### config.mk
export PLATFORM = sky130hd
export DESIGN_NAME = mux_scan
export DESIGN_NICKNAME = d
export VERILOG_FILES = /design/src/rtl/mux_pkg.sv /design/src/rtl/mux_sel_core.sv /design/src/rtl/mux_scan.sv
export SDC_FILE = /design/constraint.sdc
export NUM_CORES = 1
export LEC_CHECK = 0
export CAP_MARGIN = 30
export CORE_MARGIN = 3
export CORE_UTILIZATION = 42
export CTS_CLUSTER_DIAMETER = 100
export DETAILED_ROUTE_END_ITERATION = 8
export GPL_TIMING_DRIVEN = 0
export PLACE_DENSITY = 0.73
export SYNTH_ARGS = -nofsm -noshare
export SYNTH_HDL_FRONTEND = slang
export SYNTH_SLANG_ARGS = --single-unit
### constraint.sdc
create_clock -name clk -period 2.36 [get_ports clk]
set_input_delay 0.472 -clock clk [delete_from_list [all_inputs] [get_ports clk]]
set_output_delay 0.472 -clock clk [all_outputs]
set_load 0.005 [all_outputs]
### src/rtl/mux_pkg.sv
// mux_pkg: state and mode encodings shared by the mux_scan channel selector
package mux_pkg;
   typedef enum logic [1:0] {IDLE, MANUAL, SCAN} mux_state_e;
   localparam logic MODE_MANUAL = 1'b0;
   localparam logic MODE_SCAN = 1'b1;
endpackage

### src/rtl/mux_sel_core.sv
// mux_sel_core: combinational N_CH:1 selector of DW-bit channel slices
module mux_sel_core #(
   parameter int N_CH = 16,
   parameter int DW = 1,
   parameter int SEL_W = $clog2(N_CH)
) (
   input  logic [N_CH*DW-1:0] data_i,
   input  logic [SEL_W-1:0]   sel_i,
   output logic [DW-1:0]      data_o
);
   always_comb begin
      data_o = '0;
      for (int c = 0; c < N_CH; c++)
         if (sel_i == SEL_W'(c)) data_o = data_i[c*DW +: DW];
   end
endmodule

### src/rtl/mux_scan.sv
// mux_scan: registered N_CH:1 channel selector with valid/ready output and round-robin scan
module mux_scan
   import mux_pkg::*;
#(
   parameter int N_CH = 16,
   parameter int DW = 1,
   parameter int SEL_W = $clog2(N_CH)
) (
   input  logic              clk,
   input  logic              rst_n,
   input  logic              en,
   input  logic              mode,
   input  logic [N_CH*DW-1:0] in_data,
   input  logic [SEL_W-1:0]  sel_in,
   input  logic              sel_load,
   input  logic [7:0]        dwell,
   output logic [DW-1:0]     out_data,
   output logic [SEL_W-1:0]  out_ch,
   output logic              out_valid,
   input  logic              out_ready,
   output logic              sel_err,
   output logic              wrap
);
   mux_state_e st_q, st_d;
   logic [SEL_W-1:0] ptr_q, ptr_d, ch_q, ch_d;
   logic [7:0] cnt_q, cnt_d;
   logic [DW-1:0] data_q, data_d, sel_data;
   logic valid_q, valid_d, err_q, err_d, wrap_q, wrap_d;
   logic load_ok, cap, acc, mode_chg, step, adv, last;

   mux_sel_core #(.N_CH(N_CH), .DW(DW), .SEL_W(SEL_W)) u_core (
      .data_i(in_data),
      .sel_i (ptr_q),
      .data_o(sel_data)
   );

   // Decisions use this cycle's en/mode so capture starts on the first enabled edge
   always_comb begin
      st_d = !en ? IDLE : (mode == MODE_SCAN ? SCAN : MANUAL);
      load_ok = sel_load && (sel_in <= SEL_W'(N_CH - 1));
      acc = valid_q && out_ready;
      cap = (st_d != IDLE) && (!valid_q || out_ready);
      mode_chg = (st_q != IDLE) && (st_d != IDLE) && (st_q != st_d);
      step = (st_d == SCAN) && acc && !load_ok && !mode_chg;
      adv = step && (cnt_q == dwell);
      last = ptr_q == SEL_W'(N_CH - 1);
      ptr_d = load_ok ? sel_in : adv ? (last ? '0 : ptr_q + 1'b1) : ptr_q;
      cnt_d = (load_ok || mode_chg || adv) ? 8'd0 : step ? cnt_q + 8'd1 : cnt_q;
      data_d = cap ? sel_data : data_q;
      ch_d = cap ? ptr_q : ch_q;
      valid_d = cap || (valid_q && !out_ready);
      err_d = sel_load && !load_ok;
      wrap_d = adv && last;
   end

   always_ff @(posedge clk or negedge rst_n) begin
      if (!rst_n) begin
         st_q <= IDLE;
         ptr_q <= '0;
         cnt_q <= '0;
         data_q <= '0;
         ch_q <= '0;
         valid_q <= 1'b0;
         err_q <= 1'b0;
         wrap_q <= 1'b0;
      end else begin
         st_q <= st_d;
         ptr_q <= ptr_d;
         cnt_q <= cnt_d;
         data_q <= data_d;
         ch_q <= ch_d;
         valid_q <= valid_d;
         err_q <= err_d;
         wrap_q <= wrap_d;
      end
   end

   assign out_data = data_q;
   assign out_ch = ch_q;
   assign out_valid = valid_q;
   assign sel_err = err_q;
   assign wrap = wrap_q;
endmodule

==> summary.md, run 1 <==
| Metric | Value |
|---|---|
| Drt total wl | a little over 3000 um |
| First-pass GRT wire length | 5290 um |
| Cell with the most instances after synthesis | dfrtp_1 |
| Largest net degree at the start of global routing | 22 |
| Setup-failing EPs final | 0 |
| Worst slew margin | between 60 and 70% |
| Fin worst setup slack | 0.157 ns |
| Share of post-route cells with drive strength above 1 | slightly above 8% |
| Status | completed |
| Yosys top cell area share | 39.0% |
| Setup Fix Bufs, Post-CTS | 0 |
| Antenna violations before repair | 0 |
| DRT antenna net count | 0 |
| CTS tree | done |
| Fillers | approximately 280 |
| Bufs on Longest Clock Path | 2 |
| Pins Over Slew Limit | 0 |
| CTS Buf Count | 3 |
| Number of DRC markers in iteration 0 | 33 |
| Fin. Hold Viols | 0 |
| Die ar. | slightly below 0.004 mm2 |
| Async set-or-reset flop fraction in the synthesized netlist | between 90% and 100% |
| Post-DP HPWL | 2490 um |
| Nets | approximately 230 |
| Hold slack | 0.313 ns |
| YS warnings | 0 |
| Max Fclk | roughly 0.45 GHz |
| Final std cells w/o fill | 228 |
| Worst skew pair latency | 0.31 ns |
| Total gr overflow | 0 |
| Commonest cells in the netlist | dfrtp_1 (21), nand2_1 (14), nor2_1 (10) |
| Ant diodes | 0 |
| Post-route DRC | 0 |
| Hold buffer count at CTS | 0 |
| CP max-delay cell | clkdlybuf4s50_1 |
| PD cells | 441 mW/mm2 |
| FF+latch count, synth | 21 |
| Clk pin slew, worst setup/hold paths | between 0.1 and 0.15 ns |
| Critical Path RT | 2.58 ns |
| Worst Path Max Fanout | 7 |
| Cell count after synthesis | between 100 and 150 |
| First-pass detailed-route iteration total | 4 |
| Post_cts resized | 0 |
| Final Cell Area | between 0.0015 and 0.002 mm2 |
| Post-synth EDFFs | 0 |
| Drt wl/cell | 13.4 um |
| Ports | between 40 and 50 |
| Die Wd | 62.6 um |
| CP Capture Type | register |
| Largest cells by area after synthesis | dfrtp_1 (39%), ha_1 (4.6%), xor2_1 (4.6%) |
| Syn Std Cell Area | roughly 0.0013 mm2 |
| Die height | approximately 63 um |
| Vias post-DR | approximately 1200 |
| Syn avg cell area | between 9 and 10 um2 |
| Clk sink count | 21 |
| Row count | 19 |
| Crit path DAT | roughly 2.4 ns |
| # port buffers | 39 |
| Vias in the first global route | between 1000 and 1500 |
| Root buffer cell | clkbuf_4 |
| Area post-placement | 0.00179 mm2 |
| RePlAce Congestion | approximately 0.88 |
| Critical Path Max Stage Delay | 0.54 ns |
| WS Path Type | in -> reg |
| Part of the cycle the worst path needs | 93.3% |
| Worst vdd ir | just under 300 uV |
| Clk_skew | 0.00226 ns |
| Total GRT Usage | between 10% and 20% |
| Dominant cell type by area after synthesis | dfrtp_1 |
| Power Total | just over 0.0008 W |
| Area of the core | between 0.002 and 0.003 mm2 |
| Area Growth Syn to Fin | 36.2% |
| Leakage | around 0.78 nW |
| Placed Instances | roughly 220 |
| Worst setup SP type | primary input |
| Worst path cell trace | clkdlybuf4s50_1 -> mux2_2 -> a21oi_2 -> nand4_4 -> or4b_1 -> o311ai_1 |
| Vias per cell | between 5 and 6 |
| Initial core utilization | a little under half |
| Ys flop type | dfrtp_1 |
| Max-cap violations | 0 |
| Hold Path Class | in -> async |
| Sequential area share after synthesis | between 30% and 40% |
| Actual slew at the worst max-slew pin | between 0.5 and 0.6 ns |
| H-tree levels | 1 |
| Min Tclk post-route | ~2.2 ns |
| Netlist cell types | 47 |
| DP Worst Slack | -0.195 ns |
| Post-synthesis net count | ~180 |
## cells in the final DEF (no fill, tap or decap), types with 2 or more instances in the layout
| cell type | Yosys | layout |
|---|---|---|
| xnor2_1 | 6 | 6 |
| nand2b_1 | 5 | 5 |
| nand3_1 | 4 | 4 |
| clkdlybuf4s50_1 | 0 | 39 |
| a31oi_1 | 2 | 2 |
| nor2_1 | 10 | 10 |
| clkbuf_1 | 2 | 2 |
| dfrtp_1 | 21 | 21 |
| clkbuf_4 | 0 | 3 |
| clkbuf_2 | 2 | 2 |
| o21ai_0 | 9 | 9 |
| nand4_1 | 4 | 4 |
| nor3b_1 | 2 | 2 |
| xor2_1 | 7 | 7 |
| mux2i_1 | 2 | 2 |
| o31ai_1 | 2 | 2 |
| o22ai_1 | 4 | 4 |
| ha_1 | 5 | 5 |
| a22o_1 | 2 | 2 |
| a21oi_1 | 4 | 4 |
| nor3_1 | 3 | 3 |
| inv_1 | 6 | 6 |
| nand2_1 | 14 | 14 |
## layer usage
metal  vias to the layer above  GRT usage, %  wire length, um
met5                         -             0                0
li1                        602             -                -
met3                         5          4.50              180
met2                        28          26.6             1480
met1                       566          21.8             1370
met4                         0          4.13               32
## final cells by class
cell class	count	area [um2]	area share (%)
multi-input cells	109	763	41.6
flip-flops and latches	21	526	28.7
repair buffers	40	405	22.1
well taps	42	52.6	2.87
plain buffers	6	36.3	1.98
clock buffers	3	22.5	1.23
inverters	6	22.5	1.23
clock inverters	1	5.00	0.273
## cell families after synthesis
kind of cell / Yosys count / share of synthesized area (%)
compound gates: 34 / 17.3
xor+xnor: 14 / 9.67
fa+ha+maj: 5 / 4.65
buf+inv: 12 / 4.37
flops: 21 / 39.0
mux: 3 / 2.32
other cells: 1 / 0.279
simple gates: 52 / 22.4
## per-stage QoR
stage	TNS [ns]	utilization (%)
global placement	-0.110	61.7
finish	0	63.2
detailed placement	-0.273	61.7
CTS	0	62.6
floorplan	0	-
global route	-0.0149	63.2
## report_power, final
group          leakage (nW)  internal, W  total, W  switching, W
clock                0.0177    0.0000635  0.000179      0.000115
sequential            0.272     0.000383  0.000402     0.0000181
combinational         0.486     0.000128  0.000228     0.0000995
## critical path, delay by kind of cell
family | cells | cell delay, ns
compound gates | 2 | 0.33
buf+inv | 1 | 0.54
mux | 1 | 0.39
simple gates | 2 | 0.70
## worst paths after layout
kind	start	endpoint	slack, ns	cells past startpoint
setup / recovery	mode	ptr_q[3]$_DFFE_PN0P_	0.16	6
hold / removal	rst_n	cnt_q[3]$_DFFE_PN0P_	0.31	1
setup reg to reg	ptr_q[1]$_DFFE_PN0P_	out_data$_DFFE_PN0P_	0.20	7
hold reg to reg	out_ch[0]$_DFFE_PN0P_	out_ch[0]$_DFFE_PN0P_	0.49	2
max in group asynchronous	rst_n	ptr_q[1]$_DFFE_PN0P_	1.70	2
min in group clk	en	out_valid$_DFF_PN0_	0.47	2
## sequential cells by signal, indices dropped and copies added, names as in the netlist
signal,cells
cnt_q,8
out_ch,4
ptr_q,4
st_q,2
out_data,1
out_valid,1
wrap,1
(Power assumes the default switching activity.)
==> run 2, diff against run 1 <==
--- a/config.mk
+++ b/config.mk
@@ -5,6 +5,7 @@
 export SDC_FILE = /design/constraint.sdc
 export NUM_CORES = 1
 export LEC_CHECK = 0
+export ABC_AREA = 1
 export CAP_MARGIN = 30
 export CORE_MARGIN = 3
 export CORE_UTILIZATION = 42
==> run 2 against run 1 <==
  * Combinational power rose by 42%
  * Clock skew shrank 0.00088 ns
  * Synthesized area up 1.9%
  * Critical path depth increased by 3
  * Cell count increased by 19%
==> summary.md, run 2 <==
| Metric | Value |
|---|---|
| Post-DP HPWL | 2350 um |
| Worst vdd ir | approximately 350 uV |
| Setup-failing EPs final | 0 |
| Nets | between 200 and 300 |
| First-pass GRT wire length | 5120 um |
| Area post-placement | 0.00183 mm2 |
| Register with the most flip-flops | cnt_q |
| Largest net degree at the start of global routing | 22 |
| Sequential area share after synthesis | between 30% and 40% |
| Die ar. | between 0.003 and 0.004 mm2 |
| Worst setup SP type | primary input |
| CTS tree | done |
| Placed Instances | 266 |
| Setup Fix Bufs, Post-CTS | 0 |
| Part of the cycle the worst path needs | 80.7% |
| Largest cells by area after synthesis | dfrtp_1 (38%), nand2_1 (13%), inv_1 (6.6%) |
| H-tree levels | 1 |
| PD cells | between 400 and 500 mW/mm2 |
| Post-layout util | approximately three fifths |
| Final std cells w/o fill | between 200 and 300 |
| Hold Path Class | in -> async |
| Drt total wl | 2920 um |
| Root buffer cell | clkbuf_4 |
| Area Growth Syn to Fin | 36.3% |
| Leakage | 0.888 nW |
| TNS Setup | 0 ns |
| Drt wl/cell | around 11 um |
| Cell count after synthesis | between 150 and 200 |
| Post-route DRC | 0 |
| Crit path DAT | ~2.1 ns |
| Area of the core | approximately 0.0031 mm2 |
| WS Path Type | in -> reg |
| Async set-or-reset flop fraction in the synthesized netlist | 100% |
| Yosys top cell area share | 38.3% |
| YS warnings | 0 |
| Hold buffer count at CTS | 0 |
| Bufs on Longest Clock Path | 2 |
| First-pass detailed-route iteration total | 4 |
| Commonest cells in the netlist | nand2_1 (49), inv_1 (24), dfrtp_1 (21) |
| Ant diodes | 0 |
| Commonest non-fill, non-tap cell in the layout | nand2_1 |
| Die Wd | around 63 um |
| RePlAce Congestion | a little over 0.8 |
| CP Capture Type | register |
| Post_cts resized | 0 |
| Critical Path RT | about 2.6 ns |
| Clk pin slew, worst setup/hold paths | 0.11 ns |
| Row count | 20 |
| Initial core utilization | between 40% and 50% |
| Dominant cell type by area after synthesis | dfrtp_1 |
| Clk_skew | between 0.001 and 0.0015 ns |
| Hold slack | between 0.3 and 0.4 ns |
| Number of DRC markers in iteration 0 | around 50 |
| Worst skew pair latency | slightly above 0.3 ns |
| Pins Over Slew Limit | 0 |
| Status | completed |
| FF-to-FF Start | ptr_q[0]$_DFFE_PN0P_ |
| Clk sink count | 21 |
| Die height | 63.1 um |
| Vias post-DR | roughly 1300 |
| Max-cap violations | 0 |
| FF+latch count, synth | 21 |
| Max Fclk | about 0.53 GHz |
| Total GRT Usage | approximately 16% |
| Netlist cell types | 31 |
| Number of flip-flops in the largest register | 8 |
| Final Cell Area | 0.00187 mm2 |
| Total gr overflow | 0 |
| Share of post-route cells with drive strength above 1 | under 10% |
| # port buffers | 40 |
| Cell with the most instances after synthesis | nand2_1 |
| DRT antenna net count | 0 |
| Ys flop type | dfrtp_1 |
| Antenna violations before repair | 0 |
| CP startpoint | mode |
| Min Tclk post-route | ~1.9 ns |
| Worst Path Max Fanout | 8 |
| Syn Std Cell Area | 0.00137 mm2 |
| Post-synthesis net count | about 220 |
| Ports | 42 |
| Commonest cells after routing, fill and taps aside | nand2_1 (49), clkdlybuf4s50_1 (40), inv_1 (24), dfrtp_1 (21), nor2_1 (15) |
| Unrepaired setup endpoints after global routing | false |
| CTS Buf Count | 3 |
| Syn avg cell area | 7.53 um2 |
| Post-synth EDFFs | 0 |
| Vias in the first global route | 1162 |
| Vias per cell | between 4 and 5 |
| Fin. Hold Viols | 0 |
-- run 2: critical path, stage by stage --
cell             delay (ns)
clkdlybuf4s50_1        0.53
nand2_1                0.09
clkinv_2               0.07
nand3_2                0.09
nor3_2                 0.21
nand4_2                0.20
o21ai_4                0.27
nand4_1                0.12
o211ai_1               0.09
-- run 2: final cells by class --
| type | count | area, um2 |
|---|---|---|
| inverter | 26 | 98.8 |
| timing repair buffer | 41 | 415 |
| buffer | 1 | 7.51 |
| clock buffer | 3 | 22.5 |
| multi-input combinational | 134 | 739 |
| clock inverter | 1 | 5.00 |
| fill | 303 | 1210 |
| tap | 44 | 55.1 |
| sequential | 21 | 526 |
-- run 2: cells by family (layout without fill, tap and decap cells) --
kind of cell	after synthesis	count (layout)	synth area share, %
xor gates and xnor gates	6	6	3.83
buffers and inverters	27	72	7.76
AOI/OAI and AO/OA	32	32	13.8
and+or+nand+nor	90	90	31.5
adders and majority gates	5	5	4.56
DFF	21	21	38.3
other	1	1	0.273
-- run 2: power breakdown --
group	switching (W)	internal [W]	total (W)
clock network	0.000109	0.0000633	0.000173
logic	0.000162	0.000161	0.000323
registers	0.0000291	0.000397	0.000427
total	0.000301	0.000621	0.000922
-- run 2: layer usage --
metal | GRT usage (%) | share of wire (%) | vias to the layer above | wire length, um
met3 | 4.46 | 5.2 | 4 | 152
met4 | 3.31 | 0.69 | 0 | 20
li1 | - | - | 677 | -
met1 | 22.2 | 52 | 555 | 1530
met5 | 0 | 0 | - | 0
met2 | 24.2 | 42 | 27 | 1220
-- run 2: per-stage QoR --
stage | worst slack (ns) | power (W)
final | 0.457 | 0.000922
after global routing | 0.257 | 0.000999
after CTS | 0.447 | 0.000928
after global placement | 0.171 | 0.000750
after detailed placement | 0.141 | 0.000756
after floorplan | 0.823 | 0.000609
-- run 2: final timing paths --
path                                         end  slack, ns  depth (start not counted)
min in group clk           out_ch[0]$_DFFE_PN0P_       0.50                          2
max in group asynchronous   ptr_q[3]$_DFFE_PN0P_       1.69                          2
min                         cnt_q[1]$_DFFE_PN0P_       0.32                          1
max reg2reg                 out_data$_DFFE_PN0P_       0.57                         18
max                         ptr_q[0]$_DFFE_PN0P_       0.46                          9
min reg2reg                out_ch[0]$_DFFE_PN0P_       0.50                          2
